--- src/rtl/ni_tx_if.sv ---
// Core/router-facing signal bundle for the NI transmitter: send requests,
// payload words, outgoing flits and returning credits.
interface ni_tx_if #(
  parameter int x_Des_Addr_Size = 5,
  parameter int y_Des_Addr_Size = 5,
  parameter int FLIT_W          = 32,
  parameter int LEN_W           = 4
);
  logic                       req_valid;
  logic                       req_ready;
  logic [x_Des_Addr_Size-1:0] x_Dest;
  logic [y_Des_Addr_Size-1:0] y_Dest;
  logic [LEN_W-1:0]           pkt_len;
  logic                       data_valid;
  logic                       data_ready;
  logic [FLIT_W-3:0]          data_in;
  logic                       flit_valid;
  logic [FLIT_W-1:0]          flit_out;
  logic                       credit_in;
  logic                       credit_err;

  modport slave (
    input  req_valid, x_Dest, y_Dest, pkt_len, data_valid, data_in, credit_in,
    output req_ready, data_ready, flit_valid, flit_out, credit_err
  );

  modport master (
    output req_valid, x_Dest, y_Dest, pkt_len, data_valid, data_in, credit_in,
    input  req_ready, data_ready, flit_valid, flit_out, credit_err
  );
endinterface

--- src/rtl/ni_packetizer_tx.sv ---
// NI transmitter: packs send requests into HEAD/BODY/TAIL flits under credit flow control.
// Optional macro NI_TX_CREDIT_CHECK_EN enables the sticky credit-overflow flag.
module ni_packetizer_tx #(
  parameter int x_Des_Addr_Size = 5,
  parameter int y_Des_Addr_Size = 5,
  parameter int FLIT_W          = 32,
  parameter int LEN_W           = 4,
  parameter int BUFFER_DEPTH    = 4
) (
  input  logic     clk,
  input  logic     rst,
  ni_tx_if.slave   nif
);
  localparam int CW = $clog2(BUFFER_DEPTH + 1);
  localparam int PW = FLIT_W - 2;
  localparam int XY = x_Des_Addr_Size + y_Des_Addr_Size;

  localparam logic [1:0] T_HEAD = 2'b00, T_BODY = 2'b01, T_TAIL = 2'b10, T_HT = 2'b11;

  typedef enum logic [1:0] {IDLE, HEAD, BODY} state_t;

  state_t                     state, state_nxt;
  logic [x_Des_Addr_Size-1:0] x_q;
  logic [y_Des_Addr_Size-1:0] y_q;
  logic [LEN_W-1:0]           len_q, rem;
  logic [CW-1:0]              credits;
  logic                       has_cred;
  logic                       req_ready_c, data_ready_c, issue;
  logic [1:0]                 ftype;
  logic [PW-1:0]              fpay, head_pay;
  logic                       flit_valid_q;
  logic [FLIT_W-1:0]          flit_out_q;

  assign has_cred = (credits != '0);

  always_comb begin
    head_pay         = '0;
    head_pay[XY-1:0] = {y_q, x_q};
  end

  always_ff @(posedge clk or posedge rst)
    if (rst) state <= IDLE;
    else     state <= state_nxt;

  always_comb begin
    state_nxt = state;
    case (state)
      IDLE: if (nif.req_valid) state_nxt = HEAD;
      HEAD: if (has_cred) state_nxt = (len_q == '0) ? IDLE : BODY;
      BODY: if (issue && rem == LEN_W'(1)) state_nxt = IDLE;
      default: state_nxt = IDLE;
    endcase
  end

  always_comb begin
    req_ready_c  = 1'b0;
    data_ready_c = 1'b0;
    issue        = 1'b0;
    ftype        = T_HEAD;
    fpay         = head_pay;
    case (state)
      IDLE: req_ready_c = 1'b1;
      HEAD: begin
        issue = has_cred;
        ftype = (len_q == '0) ? T_HT : T_HEAD;
      end
      BODY: begin
        data_ready_c = has_cred;
        issue        = nif.data_valid && has_cred;
        ftype        = (rem == LEN_W'(1)) ? T_TAIL : T_BODY;
        fpay         = nif.data_in;
      end
      default: ;
    endcase
  end

  assign nif.req_ready  = req_ready_c;
  assign nif.data_ready = data_ready_c;
  assign nif.flit_valid = flit_valid_q;
  assign nif.flit_out   = flit_out_q;

  always_ff @(posedge clk or posedge rst)
    if (rst) begin
      x_q   <= '0;
      y_q   <= '0;
      len_q <= '0;
      rem   <= '0;
    end else begin
      if (state == IDLE && nif.req_valid) begin
        x_q   <= nif.x_Dest;
        y_q   <= nif.y_Dest;
        len_q <= nif.pkt_len;
      end
      if (state == HEAD && issue)      rem <= len_q;
      else if (state == BODY && issue) rem <= rem - LEN_W'(1);
    end

  // Flit output is a registered copy of whatever was issued this cycle.
  always_ff @(posedge clk or posedge rst)
    if (rst) begin
      flit_valid_q <= 1'b0;
      flit_out_q   <= '0;
    end else begin
      flit_valid_q <= issue;
      flit_out_q   <= issue ? {ftype, fpay} : '0;
    end

  always_ff @(posedge clk or posedge rst)
    if (rst) credits <= CW'(BUFFER_DEPTH);
    else case ({issue, nif.credit_in})
      2'b10:   credits <= credits - CW'(1);
      2'b01:   if (credits != CW'(BUFFER_DEPTH)) credits <= credits + CW'(1);
      default: ;
    endcase

`ifdef NI_TX_CREDIT_CHECK_EN
  logic credit_err_q;
  // A credit arriving with the buffer already fully credited means the router
  // returned more than it was sent; latch it until reset.
  always_ff @(posedge clk or posedge rst)
    if (rst) credit_err_q <= 1'b0;
    else if (nif.credit_in && !issue && credits == CW'(BUFFER_DEPTH)) credit_err_q <= 1'b1;
  assign nif.credit_err = credit_err_q;
`else
  assign nif.credit_err = 1'b0;
`endif
endmodule

--- src/flat_wrapper.sv ---
// flat-port wrapper written by rule: the top's interface ports become plain ports
module ni_packetizer_tx_flat 
#(
  parameter int x_Des_Addr_Size = 5,
  parameter int y_Des_Addr_Size = 5,
  parameter int FLIT_W          = 32,
  parameter int LEN_W           = 4,
  parameter int BUFFER_DEPTH    = 4
)
  (clk, rst, nif_req_valid, nif_x_Dest, nif_y_Dest, nif_pkt_len, nif_data_valid, nif_data_in, nif_credit_in, nif_req_ready, nif_data_ready, nif_flit_valid, nif_flit_out, nif_credit_err);
  ni_tx_if #(.x_Des_Addr_Size(x_Des_Addr_Size), .y_Des_Addr_Size(y_Des_Addr_Size), .FLIT_W(FLIT_W), .LEN_W(LEN_W)) nif_i ();
  input  logic clk;
  input  logic rst;
  input wire logic [$bits(nif_i.req_valid)-1:0] nif_req_valid;
  input wire logic [$bits(nif_i.x_Dest)-1:0] nif_x_Dest;
  input wire logic [$bits(nif_i.y_Dest)-1:0] nif_y_Dest;
  input wire logic [$bits(nif_i.pkt_len)-1:0] nif_pkt_len;
  input wire logic [$bits(nif_i.data_valid)-1:0] nif_data_valid;
  input wire logic [$bits(nif_i.data_in)-1:0] nif_data_in;
  input wire logic [$bits(nif_i.credit_in)-1:0] nif_credit_in;
  output wire logic [$bits(nif_i.req_ready)-1:0] nif_req_ready;
  output wire logic [$bits(nif_i.data_ready)-1:0] nif_data_ready;
  output wire logic [$bits(nif_i.flit_valid)-1:0] nif_flit_valid;
  output wire logic [$bits(nif_i.flit_out)-1:0] nif_flit_out;
  output wire logic [$bits(nif_i.credit_err)-1:0] nif_credit_err;
  assign nif_i.req_valid = nif_req_valid;
  assign nif_i.x_Dest = nif_x_Dest;
  assign nif_i.y_Dest = nif_y_Dest;
  assign nif_i.pkt_len = nif_pkt_len;
  assign nif_i.data_valid = nif_data_valid;
  assign nif_i.data_in = nif_data_in;
  assign nif_i.credit_in = nif_credit_in;
  assign nif_req_ready = nif_i.req_ready;
  assign nif_data_ready = nif_i.data_ready;
  assign nif_flit_valid = nif_i.flit_valid;
  assign nif_flit_out = nif_i.flit_out;
  assign nif_credit_err = nif_i.credit_err;
  ni_packetizer_tx #(.x_Des_Addr_Size(x_Des_Addr_Size), .y_Des_Addr_Size(y_Des_Addr_Size), .FLIT_W(FLIT_W), .LEN_W(LEN_W), .BUFFER_DEPTH(BUFFER_DEPTH)) u_core (.clk(clk), .rst(rst), .nif(nif_i));
endmodule
--- config.mk ---
export PLATFORM = sky130hd
export DESIGN_NAME = ni_packetizer_tx_flat
export DESIGN_NICKNAME = d
export VERILOG_FILES = /design/src/rtl/ni_tx_if.sv /design/src/rtl/ni_packetizer_tx.sv /design/src/flat_wrapper.sv
export SDC_FILE = /design/constraint.sdc
export NUM_CORES = 1
export LEC_CHECK = 0
export CAP_MARGIN = 20
export CORE_ASPECT_RATIO = 0.6
export CORE_UTILIZATION = 28
export CTS_BUF_LIST = sky130_fd_sc_hd__clkbuf_4 sky130_fd_sc_hd__clkbuf_8
export CTS_CLUSTER_SIZE = 8
export DETAILED_ROUTE_END_ITERATION = 10
export GPL_TIMING_DRIVEN = 0
export PLACE_DENSITY = 0.65
export SYNTH_ARGS = -nofsm -noshare
export SYNTH_HDL_FRONTEND = slang
export SYNTH_SLANG_ARGS = --single-unit
--- constraint.sdc ---
create_clock -name clk -period 4.5 [get_ports clk]
set_input_delay 0.9 -clock clk [delete_from_list [all_inputs] [get_ports clk]]
set_output_delay 0.9 -clock clk [all_outputs]
set_load 0.01 [all_outputs]
Word level (Yosys, flattened, before mapping). Index checks and enable logic that the tools add are counted.

$add $sub $neg: 3. Equality and inequality tests: 10. Muxes and demuxes: 17. Reductions and logical operators: 12.

Operators by type and width (count): two-way mux 32 bit (1); two-way mux 30 bit (1); two-way mux 2 bit (6); two-way mux 4 bit (2); != test 2 x 1 -> 1 bit (second input constant) (3); case mux 2 bit (3 select lines) (1); case mux 3 bit (2 select lines) (1); logical AND 1 bit (5); == test 2 x 1 -> 1 bit (second input constant) (2); == test 2 bit (second input constant) (2); == test 4 x 1 -> 1 bit (second input constant) (1); zero test 4 bit (1); case mux 2 bit (2 select lines) (1); nonzero test 2 bit (2); subtractor 4 x 1 -> 4 bit (second input constant) (1); adder 3 x 1 -> 3 bit (second input constant) (1); two-way mux 3 bit (1); != test 3 bit (second input constant) (1); AND reduction 3 bit (1); nonzero test 3 bit (1); subtractor 3 x 1 -> 3 bit (second input constant) (1); zero test 2 bit (1); two-way mux 1 bit (2); != test 2 bit (second input constant) (1); 2 further kinds (2).

Register bits after elaboration: 56. Input port bits: 49. Output and inout port bits: 36. Logic and storage cells: 50.

Longest topological paths before layout.
Word-level depth: 6. Gate-level depth with buffers: 12. Mapped depth without buffers: 10.

Least setup slack after synthesis. No wires, ideal clock.

Path kind: input to register. Start: input nif_data_valid. End: register u_core.credits[2]. Data arrival time: 2.965 ns. Required time: 4.416 ns. Slack: 1.451 ns. Cell stages on the path: 8. Path buffers: 1. Cell sequence: a21o_1 nand3_1 buf_2 nand2_1 fa_1 or4_1 and3_1 a311o_1.

Word-level cells in the longest chain between the ends: 5. Elaborated cells between the ends (all ways): 8.

RTL lines: start, declared (line flat_wrapper.sv:18) `input wire logic [$bits(nif_i.data_valid)-1:0] nif_data_valid;`; logical AND 1 bit (*) (line ni_packetizer_tx.sv:69) `issue = nif.data_valid && has_cred;`; case mux 1 bit (2 select lines) (*) (line ni_packetizer_tx.sv:61) `case (state)`; == test 2 x 1 -> 1 bit or == test 2 bit (tied branches) (line ni_packetizer_tx.sv:110) `else case ({issue, nif.credit_in})`; != test 2 x 1 -> 1 bit (no line) or nonzero test 2 bit (tied branches); AND reduction 2 bit (no line); end signal, assigned (line ni_packetizer_tx.sv:109) `if (rst) credits <= CW'(BUFFER_DEPTH);`; end signal, assigned (line ni_packetizer_tx.sv:111) `2'b10: credits <= credits - CW'(1);`; end signal, assigned (line ni_packetizer_tx.sv:112) `2'b01: if (credits != CW'(BUFFER_DEPTH)) credits <= credits + CW'(1);`; end, declared (line ni_packetizer_tx.sv:26) `logic [CW-1:0] credits;`.

Mark *: on every way between the ends. The rest lies on a longest branch, timed or not. A chain may end at the register's enable or synchronous reset.

Worst setup path after layout. Same ends and word-level chain as after synthesis.

==> summary.md <==
| Metric | Value |
|---|---|
| Status | finished clean |
| Top cells by area, synth | dfrtp_1 (58%), mux2_2 (6.6%), and2_1 (5.0%) |
| Rel. slew slack | 46.09% |
| Cell Area, Placed | 3368 um^2 |
| Number of global-route vias before repair | 1646 |
| CTS Root Cell | clkbuf_8 |
| Area growth from synthesis to layout | 44.87% |
| Cell count after synthesis | 204 |
| # clock sinks | 56 |
| Final min period | 3470 ps |
| Post-synth EDFFs | 0 |
| Worst path max stage delay | 530 ps |
| Die Wd | 121.3 um |
| Antenna cells | 0 |
| Die Ht | 73.60 um |
| Layout Nets | 349 |
| Peak VDD IR | 163.0 uV |
| Crit-path cells | clkdlybuf4s50_1 -> a21o_1 -> nand3_1 -> buf_2 -> nand2_1 -> fa_1 -> or4_1 -> and3_1 -> a311o_1 |
| Crit. End Element | register |
| Tightest Pin Transition | 801.3 ps |
| Post-place setup slack | 658.0 ps |
| I/O Buffers | 82 |
| Seq pwr share | 41.4% |
| Util after Layout | 42.95% |
| Layout cells sized above 1 | 12.20% |
| Final Non-Filler Cells | 403 |
| Bufs on Longest Clock Path | 2 |
| Skew-Pair Late Insertion Delay | 310 ps |
| Final Cell Area | 3466 um^2 |
| Initial antenna violation count | 0 |
| Post-route DRC | 0 |
| Placed insts | 395 |
| Synth warn | 0 |
| Fin. max-slew vios | 0 |
| Setup TNS | 0 ps |
| Worst Slack Setup Final | 1030 ps |
| Hold_buf cts | 0 |
| Initial drt markers | 60 |
| Fillers | 800 |
| Via/cell ratio | 4.340 |
| Most frequent cells in the layout | clkdlybuf4s50_1 (82), dfrtp_1 (55), and2_1 (19), nor2_1 (19), mux2_2 (14) |
| Final hold slack | 513.5 ps |
| Critical path type | primary input to register |
| Cell Pwr Density | 521.6 nW/um^2 |
| Tcrit/Tclk final | 77.11% |
| Max-cap violations | 0 |
| H-tree levels | 2 |
| Fmax | 0.2882 GHz |
| Sw Share | 34.78% |
| Crit-path max FO | 10 |
| Asr flop ratio synth | 100.0% |
| Drt first pass iters | 4 |
| Post-synth top area share | 57.53% |
| HPWL Detailed | 3872 um |
| Num CTS Buffers | 5 |
| HP Class | register to register |
| Syn Area/Cell | 11.73 um^2 |
| Internal power | 1.179 mW |
| Overall Global Routing Usage | 12.39% |
| Final setup fails | 0 |
| CTS-repair resized insts | 0 |
| Worst path arrival time | 3720 ps |
| PnR Total Power | 1.808 mW |
| Net Switching | 0.6288 mW |
| Part of the power in combinational logic | 42.4% |
| Clock-pin slew on the worst setup and hold paths | 100 ps |
| Top-Level Pins | 85 |
| DRT Wirelength | 5207 um |
| Worst Skew | 6.364 ps |
| Slowest stage cell, crit path | or4_1 |
| GPL Wtd Cong | 0.8288 |
| First-pass GRT wire length | 8155 um |
| RSZ-0062 raised after global routing | false |
| Crit path required time | 4750 ps |
| Clock share of power | 16.2% |
| Die area | 8930 um^2 |
| Commonest non-fill, non-tap cell in the layout | clkdlybuf4s50_1 |
| Post-synthesis sequential area ratio | 58.63% |
| CORE AREA | 8070 um^2 |
| Library cells used by synthesis | 43 |
| Postcts setup bufs | 0 |
| #FFs+latches synth | 56 |
| Most common flop cell mapped by yosys | dfrtp_1 |
| Largest net degree at the start of global routing | 41 |
| Hold Violations, Final | 0 |
| Total gr overflow | 0 |
| Crit start category | primary input |
| Vias | 1749 |
| TritonCTS clock tree | built |
| DRT antenna net count | 0 |
| Row count | 25 |
| Synth Cell Area | 2392 um^2 |
| Static leakage | 1.508 nW |
| Initial Util | 29.64% |
| Area leader, netlist | dfrtp_1 |
| Syn Nets | 259 |
| Post-DR wirelength/cell | 12.92 um |
sequential cells by signal (all words and copies together), names as in the netlist:
name	flops
u_core.nif.flit_valid	1
u_core.rem	4
u_core.state	2
u_core.x_q	5
u_core.y_q	5
u_core.len_q	4
u_core.nif.flit_out	32
u_core.credits	3
cells by family after synthesis:
kind of cell | Yosys count | share of synthesized area (%)
other | 1 | 0.1568
AND/OR/NAND/NOR | 67 | 14.96
adder cells (fa/ha/maj) | 6 | 3.452
flip-flops | 56 | 58.63
AO/OA/AOI/OAI | 26 | 6.748
XOR/XNOR | 4 | 1.465
buffers and inverters | 19 | 3.400
multiplexers | 25 | 11.19
power by group through the flow:
stage | Clock (mW) | Combinational, mW | Sequential (mW)
2_1_floorplan | 0 | 0.489 | 0.763
3_3_place_gp | 0 | 0.753 | 0.754
3_5_place_dp | 0 | 0.774 | 0.759
4_1_cts | 0.309 | 0.777 | 0.748
5_1_grt | 0.329 | 0.853 | 0.770
6_report | 0.292 | 0.767 | 0.748
cells in the mapped netlist (2+ instances only):
library cell / instances
xor2_1: 2
nor4_1: 4
nand2_1: 7
xnor2_1: 2
nand3_1: 2
and2_1: 19
clkbuf_1: 2
nor2_1: 19
buf_1: 2
nand2b_1: 2
a21oi_1: 10
o21ai_0: 6
mux2i_1: 11
mux2_2: 14
nor2b_1: 3
buf_2: 5
ha_1: 5
nor3_1: 3
inv_1: 8
dfrtp_1: 55
cell type report:
class	count	area (um^2)	share of cell area, %
flip-flops and latches	56	1403	40.47
multi-input cells	129	908.4	26.21
repair buffers	83	840.8	24.26
well taps	108	135.1	3.899
clock buffers	7	90.09	2.599
plain buffers	10	47.55	1.372
inverters	9	33.78	0.9747
clock inverters	1	7.507	0.2166
worst max-delay path, delay by kind of cell:
kind	cells	cell delay [ps]
buffers and inverters	2	740
AO/OA/AOI/OAI	2	540
adder cells (fa/ha/maj)	1	470
AND/OR/NAND/NOR	4	1050
path summary, 6_finish.rpt:
| path | depth (start not counted) | startpoint | slack [ps] | endpoint |
|---|---|---|---|---|
| worst min register to register | 1 | u_core.x_q[3] | 510 | u_core.x_q[3] |
| worst max register to register | 8 | u_core.credits[0] | 1240 | u_core.credits[2] |
| worst max-delay path | 9 | nif_data_valid | 1030 | u_core.credits[2] |
| max in group asynchronous | 3 | rst | 3050 | u_core.credits[2] |
| worst min-delay path | 1 | u_core.x_q[3] | 510 | u_core.x_q[3] |
| min in group asynchronous | 2 | rst | 870 | u_core.nif.flit_out[11] |
per-layer routing:
metal / global-route usage [%] / vias to the layer above / share of wire (%)
met1: 16.84 / 810 / 49
met5: 0 / - / 0
met3: 5.978 / 7 / 9.8
li1: - / 863 / -
met4: 4.527 / 0 / 1.3
met2: 16.86 / 69 / 40
No activity file was read; power rests on OpenSTA's default activity.
